<file path="config.mk">
export PLATFORM = sky130hd
export DESIGN_NAME = des_block_streamer
export DESIGN_NICKNAME = d
export VERILOG_FILES = /design/src/rtl/des_block_streamer.sv
export SDC_FILE = /design/constraint.sdc
export NUM_CORES = 1
export LEC_CHECK = 0
export CAP_MARGIN = 5
export CELL_PAD_IN_SITES_DETAIL_PLACEMENT = 0
export CELL_PAD_IN_SITES_GLOBAL_PLACEMENT = 1
export CORE_MARGIN = 1.5
export CORE_UTILIZATION = 37
export CTS_CLUSTER_DIAMETER = 100
export DETAILED_ROUTE_END_ITERATION = 8
export GPL_TIMING_DRIVEN = 1
export PLACE_DENSITY_LB_ADDON = 0.1
export SLEW_MARGIN = 20
export SYNTH_ARGS = -nofsm -noshare
export SYNTH_HDL_FRONTEND = slang
export SYNTH_SLANG_ARGS = --single-unit
</file>
<file path="constraint.sdc">
create_clock -name clk -period 2.78 [get_ports clk]
set_input_delay 0.695 -clock clk [delete_from_list [all_inputs] [get_ports clk]]
set_output_delay 0.695 -clock clk [all_outputs]
set_load 0.05 [all_outputs]
</file>
<file path="src/rtl/des_block_streamer.sv">
// Byte-stream packer/unpacker around the 64-bit DES decrypt core.
// Gathers 8 input bytes per block, kicks the core, then serialises the result as 8 bytes.
module des_block_streamer #(
  parameter int unsigned TIMEOUT_CYCLES = 1023,
  parameter logic [7:0]  PAD_BYTE       = 8'h00
) (
  input  logic        clk,
  input  logic        reset,
  input  logic [63:0] des_key,
  input  logic [7:0]  in_byte,
  input  logic        in_valid,
  output logic        in_ready,
  input  logic        in_last,
  output logic [63:0] core_message,
  output logic [63:0] core_key,
  output logic        core_enable,
  output logic        core_ack,
  input  logic        core_done,
  input  logic [63:0] core_result,
  output logic [7:0]  out_byte,
  output logic        out_valid,
  input  logic        out_ready,
  output logic        out_last,
  output logic [15:0] blocks_done,
  output logic        error
);

  localparam int WCW = $clog2(TIMEOUT_CYCLES + 1);

  typedef enum logic [2:0] {
    S_FILL,
    S_KICK,
    S_WAIT_LOW,
    S_WAIT_DONE,
    S_DRAIN
  } state_t;

  state_t          state_q, state_d;
  logic [2:0]      byte_cnt_q, byte_cnt_d;
  logic [63:0]     msg_q, msg_d;
  logic [63:0]     key_q, key_d;
  logic [63:0]     out_sreg_q, out_sreg_d;
  logic            last_flag_q, last_flag_d;
  logic [2:0]      idx_q, idx_d;
  logic [WCW-1:0]  wait_cnt_q, wait_cnt_d;
  logic [15:0]     blocks_q, blocks_d;
  logic            error_q, error_d;

  logic            in_fire;
  logic            out_fire;
  logic            wait_expired;
  logic [63:0]     msg_fill;

  // Incoming byte lands in its slot; a short final block pads every later slot.
  for (genvar gi = 0; gi < 8; gi++) begin : g_slot
    assign msg_fill[63-8*gi -: 8] =
        (byte_cnt_q == 3'(gi))             ? in_byte  :
        (in_last && (byte_cnt_q < 3'(gi))) ? PAD_BYTE :
                                             msg_q[63-8*gi -: 8];
  end

  assign in_ready     = (state_q == S_FILL) && !reset;
  assign in_fire      = in_valid && in_ready;
  assign out_valid    = (state_q == S_DRAIN);
  assign out_fire     = out_valid && out_ready;
  assign out_byte     = out_sreg_q[63:56];
  assign out_last     = out_valid && last_flag_q && (idx_q == 3'd7);
  assign core_ack     = (state_q == S_KICK);
  assign core_enable  = (state_q == S_KICK) || (state_q == S_WAIT_LOW) ||
                        (state_q == S_WAIT_DONE);
  assign core_message = msg_q;
  assign core_key     = key_q;
  assign blocks_done  = blocks_q;
  assign error        = error_q;
  assign wait_expired = (wait_cnt_q == WCW'(TIMEOUT_CYCLES - 1));

  always_comb begin
    state_d     = state_q;
    byte_cnt_d  = byte_cnt_q;
    msg_d       = msg_q;
    key_d       = key_q;
    out_sreg_d  = out_sreg_q;
    last_flag_d = last_flag_q;
    idx_d       = idx_q;
    wait_cnt_d  = wait_cnt_q;
    blocks_d    = blocks_q;
    error_d     = error_q;
    case (state_q)
      S_FILL: begin
        if (in_fire) begin
          msg_d      = msg_fill;
          byte_cnt_d = byte_cnt_q + 3'd1;
          if ((byte_cnt_q == 3'd7) || in_last) begin
            key_d       = des_key;
            last_flag_d = in_last;
            state_d     = S_KICK;
          end
        end
      end
      S_KICK: begin
        wait_cnt_d = '0;
        byte_cnt_d = 3'd0;
        state_d    = S_WAIT_LOW;
      end
      S_WAIT_LOW: begin
        // A done still high here belongs to the previous run and is ignored.
        wait_cnt_d = wait_cnt_q + WCW'(1);
        if (wait_expired) begin
          error_d = 1'b1;
          state_d = S_FILL;
        end else if (!core_done) begin
          state_d = S_WAIT_DONE;
        end
      end
      S_WAIT_DONE: begin
        wait_cnt_d = wait_cnt_q + WCW'(1);
        if (wait_expired) begin
          error_d = 1'b1;
          state_d = S_FILL;
        end else if (core_done) begin
          out_sreg_d = core_result;
          idx_d      = 3'd0;
          state_d    = S_DRAIN;
        end
      end
      S_DRAIN: begin
        if (out_fire) begin
          out_sreg_d = {out_sreg_q[55:0], 8'h00};
          idx_d      = idx_q + 3'd1;
          if (idx_q == 3'd7) begin
            blocks_d   = blocks_q + 16'd1;
            byte_cnt_d = 3'd0;
            state_d    = S_FILL;
          end
        end
      end
      default: state_d = S_FILL;
    endcase
  end

  always_ff @(posedge clk) begin
    if (reset) begin
      state_q     <= S_FILL;
      byte_cnt_q  <= 3'd0;
      msg_q       <= '0;
      key_q       <= '0;
      out_sreg_q  <= '0;
      last_flag_q <= 1'b0;
      idx_q       <= 3'd0;
      wait_cnt_q  <= '0;
      blocks_q    <= 16'd0;
      error_q     <= 1'b0;
    end else begin
      state_q     <= state_d;
      byte_cnt_q  <= byte_cnt_d;
      msg_q       <= msg_d;
      key_q       <= key_d;
      out_sreg_q  <= out_sreg_d;
      last_flag_q <= last_flag_d;
      idx_q       <= idx_d;
      wait_cnt_q  <= wait_cnt_d;
      blocks_q    <= blocks_d;
      error_q     <= error_d;
    end
  end

endmodule

</file>
==> results.cfg, run 1 <==
[yosys]
synth_most_common_cell = dfxtp_1
ys_seq_area_share_pct = 48.43
ys_ff_latch = 229
synth_area_leaders = dfxtp_1 48%, mux2i_1 7.8%, nand2_1 6.5%
synth_area_mm2 = 0.009465
synthDistinctLibCells = 58
synth_nets = 1192
ys_async_sr_fraction_pct = 0
yosysTopAreaCell = dfxtp_1
synth-edff-count = 0
ys_warn_count = 0
yosys-top-cells-count = 229 x dfxtp_1, 165 x nand2_1, 93 x a21oi_1
postSynthCellCount = 1039
avgSynthCellArea_um2 = 9.110
synthFlopType = dfxtp_1
synth_top_area_share_pct = 48.43

[floorplan]
ios = 300
die_y_um = 162.9
core-area_mm2 = 0.02511
start_util_pct = 37.70
dieWidth_um = 162.9
num_rows = 58
die-area_mm2 = 0.02655

[detailed_routing]
dr_wl_met2_mm = 13.01
drtPass1Iterations = 4
dr_total_vias = 8318
highest_layer = met4
routed_via_density = 5.084
first_iter_violations = 568
drc = 0
wl_per_cell_um = 17.04
wl_mm = 27.88
antenna_left = 0
met3_length_mm = 1.902
met1_length_mm = 12.31

[placed_design]
dp_cells = 1590
gp_congestion = 0.7610
hpwlAfterDp_mm = 18.42
io_buffers = 299

[global_routing]
grt_max_degree = 132
grt_pass1_wl_mm = 42.58
grt_pass1_vias = 7806
track_usage_pct = 19.85
antenna_found_initial = 0
grt-ovfl-total = 0

[clock_tree]
post_cts_buffers = 0
clock-sinks = 229
cts_max_path_buffers = 3
numCtsBuffers = 26
cts_tree = built
htreeDepth = 1
clk_latency_ns = 0.52
clkTransAtPathRegs_ns = 0.06
cts-root-buf = clkbuf_16
cts_hold_buffers = 0

[timing]
max_slew.worst_pin.slew_ns = 0.7802
setup_viol = 0
final.period_utilization_pct = 95.72
maxSlewHeadroom_pct = 47.98
report.final.slew_viol_count = 0
hold_viol_final = 0
max_freq_ghz = 0.3758
fin_crit_ns = 2.661
setup_tns_ns = 0
rsz0062_at_grt = no
fin_hold_ws_ns = 0.4129
skew_ns = 0.01477

[min_path]
hold_depth = 2
hold_class = in -> reg

[cells_and_area]
diodes = 0
num-fill-cells = 2373
fin_nets = 1441
area_growth_pct = 42.86
drive_above_1_share_pct = 7.810
instances_no_fill = 1636

[critical_path]
rr_worst_depth = 7
cp_max_fo = 13
worstSetupEndpointType = output pin
crit_type = reg -> out
cp.required_ns = 2.09
cp.arrival_ns = 1.97
cp-start-kind = flip-flop

[pwr]
p_per_area_mw_per_mm2 = 562.5
ir_drop_mv = 0.4324
p_leak_nw = 4.610

[run]
max_cap_viol_count = 0

[outcome]
status = finished, final reports clean
-- per-layer routing --
layer | vias to the layer above | GRT usage (%)
met3 | 40 | 4.915
met1 | 3869 | 25.19
li1 | 4171 | -
met2 | 238 | 33.64
met5 | - | 0
met4 | 0 | 4.879
-- sequential cells by signal (all words and copies together), names as in the netlist --
signal and count:
core_key 64, core_message 64, out_sreg_q 64, blocks_done 16
wait_cnt_q 10, byte_cnt_q 3, idx_q 3, state_q 3
error 1, last_flag_q 1
-- logic make-up after synthesis --
| group | after synthesis | share of synthesized area (%) |
|---|---|---|
| XOR/XNOR | 9 | 0.8328 |
| multiplexers | 75 | 7.944 |
| adder cells (fa/ha/maj) | 11 | 1.454 |
| buffers and inverters | 106 | 5.380 |
| AND/OR/NAND/NOR | 365 | 18.12 |
| AO/OA/AOI/OAI | 244 | 17.83 |
| flip-flops | 229 | 48.43 |
-- final timing paths --
check | end | slack, ns | start
max | core_enable | 0.12 | state_q[1]
min | last_flag_q | 0.41 | reset
max reg2reg | core_key[8] | 0.69 | byte_cnt_q[0]
min reg2reg | core_key[44] | 0.45 | core_key[44]
-- stage by stage --
stage          power, W  worst slack, ns  utilization, %  cell area (um^2)
3_5_place_dp   0.004316           0.2558           50.51             12680
5_1_grt        0.007904          0.03425           53.85             13520
4_1_cts        0.007713         0.004062           53.85             13520
3_3_place_gp   0.004315           0.2940           50.51             12680
2_1_floorplan  0.003917           0.1518               -              9470
6_report       0.007606           0.1189           53.85             13520
-- critical path: stages, from the launching register on --
cell and delay, ns:
dfxtp_2 0.41, or2_2 0.40, nand2b_1 0.25, inv_1 0.20, buf_12 0.19
-- final cells by class --
cell class / instances / area, um^2 / share of cell area, %
clock inverter: 5 / 77.57 / 0.5737
timing repair buffer: 318 / 3262 / 24.12
sequential: 229 / 4587 / 33.92
multi-input combinational: 704 / 4390 / 32.47
clock buffer: 41 / 758.2 / 5.607
tap: 330 / 412.9 / 3.054
inverter: 9 / 33.78 / 0.2498
-- placed cells by master, fill, tap and decap left out, drive strengths merged, types with 3 or more instances in the layout --
cell type,n
a211oi,58
a21oi,93
a22o,16
a22oi,34
a311oi,3
a31oi,3
a41oi,3
and2,4
and3,11
and4,5
buf,25
clkbuf,41
clkdlybuf4s50,293
clkinv,3
dfxtp,229
ha,11
inv,8
mux2i,74
nand2,165
nand2b,4
nand3,12
nand4,7
nand4b,3
nor2,64
nor2b,4
nor3,63
nor3b,6
o211ai,4
o21ai,19
o31ai,4
or2,3
or3,4
or4,4
xor2,7
-- power by group --
group	internal, W	switching (W)
Combinational	0.000381	0.000469
Clock	0.00204	0.00132
Sequential	0.00335	0.0000428
Total	0.00577	0.00183
-- what timing repair did --
| action | CTS | global route |
|---|---|---|
| gates cloned | 0 | 0 |
| endpoints found under the setup margin | 1 | 1 |
| gates resized for setup | 1 | 1 |
(Power assumes the default switching activity.)
==> run 2, diff against run 1 <==
- clock period: 2.78 -> 3.2 ns (I/O delays scaled with it)
==> results.cfg, run 2 (synthesized netlist as in run 1, its figures left out) <==
[placed_design]
gp_congestion = 0.7634
dp_slack_ns = 0.5405
dp_cells = 1590
io_buffers = 299
hpwlAfterDp_mm = 18.56

[clock_tree]
cts.repair.resized = 0
clkTransAtPathRegs_ns = 0.06
cts_tree = built
htreeDepth = 1
cts_hold_buffers = 0
cts_max_path_buffers = 3
numCtsBuffers = 27
post_cts_buffers = 0
clk_latency_ns = 0.52
clock-sinks = 229
cts-root-buf = clkbuf_16

[detailed_routing]
drc = 0
wl_mm = 27.99
first_iter_violations = 604
routed_via_density = 5.028
wl_per_cell_um = 17.10
drtPass1Iterations = 4
dr_total_vias = 8231
antenna_left = 0

[cells_and_area]
fin_nets = 1442
diodes = 0
instances_no_fill = 1637
area_growth_pct = 42.58
final_core_util_pct = 53.75
drive_above_1_share_pct = 7.804
num-fill-cells = 2365
final_cell_mix = 294 x clkdlybuf4s50_1, 229 x dfxtp_1, 165 x nand2_1, 93 x a21oi_1, 74 x mux2i_1
layout_commonest_cell = clkdlybuf4s50_1

[floorplan]
start_util_pct = 37.70
die_y_um = 162.9
num_rows = 58
ios = 300
die-area_mm2 = 0.02655
core-area_mm2 = 0.02511
dieWidth_um = 162.9

[critical_path]
cp-start-kind = flip-flop
worstSetupEndpointType = output pin
cp.arrival_ns = 2.06
worstSetupStartpoint = state_q[0]
cp_max_fo = 2
crit_type = reg -> out
cp.required_ns = 2.40
reg2reg_from = state_q[2]

[pwr]
power_w = 0.006631
p_per_area_mw_per_mm2 = 491.4
p_leak_nw = 4.614
intPower_w = 0.005043
seqPwrFrac_pct = 44.4
p_comb_share_pct = 11.0
ir_drop_mv = 0.2789
swShare_pct = 23.95
clkPwrFrac_pct = 44.6
switchingPower_w = 0.001588

[run]
max_cap_viol_count = 0

[timing]
max_freq_ghz = 0.3495
max_slew.worst_pin.slew_ns = 0.6783
skew_ns = 0.009712
hold_viol_final = 0
final.period_utilization_pct = 89.41
fin_crit_ns = 2.861
fin_ws_ns = 0.3388
setup_viol = 0
report.final.slew_viol_count = 0
maxSlewHeadroom_pct = 54.78
rsz0062_at_grt = no
setup_tns_ns = 0

[global_routing]
track_usage_pct = 20.26
grt-ovfl-total = 0
grt_pass1_vias = 7816
antenna_found_initial = 1
grt_max_degree = 131
grt_pass1_wl_mm = 43.35

[min_path]
holdCritStartpoint = core_key[42]
hold_class = reg -> reg

[outcome]
status = finished, final reports clean
run 2: power by group through the flow:
stage,Combinational (W),Sequential (W),Clock [W]
finish,0.000731,0.00294,0.00296
global route,0.000780,0.00295,0.00316
CTS,0.000739,0.00294,0.00304
detailed placement,0.000735,0.00301,0
global placement,0.000736,0.00301,0
floorplan,0.000279,0.00312,0
run 2: critical path: stages (launching register included):
cell	delay, ns
dfxtp_1	0.32
nor3b_1	0.34
clkdlybuf4s50_1	0.88
run 2: worst paths after layout:
kind,to,cells past startpoint,slack (ns)
worst min register to register,core_key[42],2,0.45
worst min-delay path,core_key[42],2,0.45
worst max register to register,out_sreg_q[36],6,1.09
worst max-delay path,core_ack,2,0.34
run 2: per-layer routing:
layer,vias to the layer above,GRT usage (%),part of all wire (%)
li1,4181,-,-
met1,3798,25.80,44
met2,208,34.45,47
met3,42,4.813,6.4
met4,2,4.921,2.0
met5,-,0,0.046
run 2: cell type report:
| cell class | instances | area, um^2 | area share, % |
|---|---|---|---|
| Sequential cell | 229 | 4584 | 33.97 |
| Multi-Input combinational cell | 704 | 4390 | 32.53 |
| Timing Repair Buffer | 318 | 3214 | 23.82 |
| Clock buffer | 44 | 819.5 | 6.073 |
| Tap cell | 330 | 412.9 | 3.060 |
| Clock inverter | 3 | 40.04 | 0.2967 |
| Inverter | 9 | 33.78 | 0.2503 |
run 2: metrics by stage:
step / hold WS [ns] / cell area (um^2)
final: 0.4518 / 13500
after global routing: 0.4641 / 13500
after CTS: 0.4540 / 13500
after detailed placement: 0.4463 / 12640
after global placement: 0.4408 / 12640
after floorplan: 0.4321 / 9470
==> run 3, diff against run 2 <==
- ABC_CLOCK_PERIOD_IN_PS: default -> 3200
- HOLD_SLACK_MARGIN: default -> 0.06
- SLEW_MARGIN: 20 -> default
==> results of run 3 <==
Final layout, timing and power as in run 2 (identical DEF).
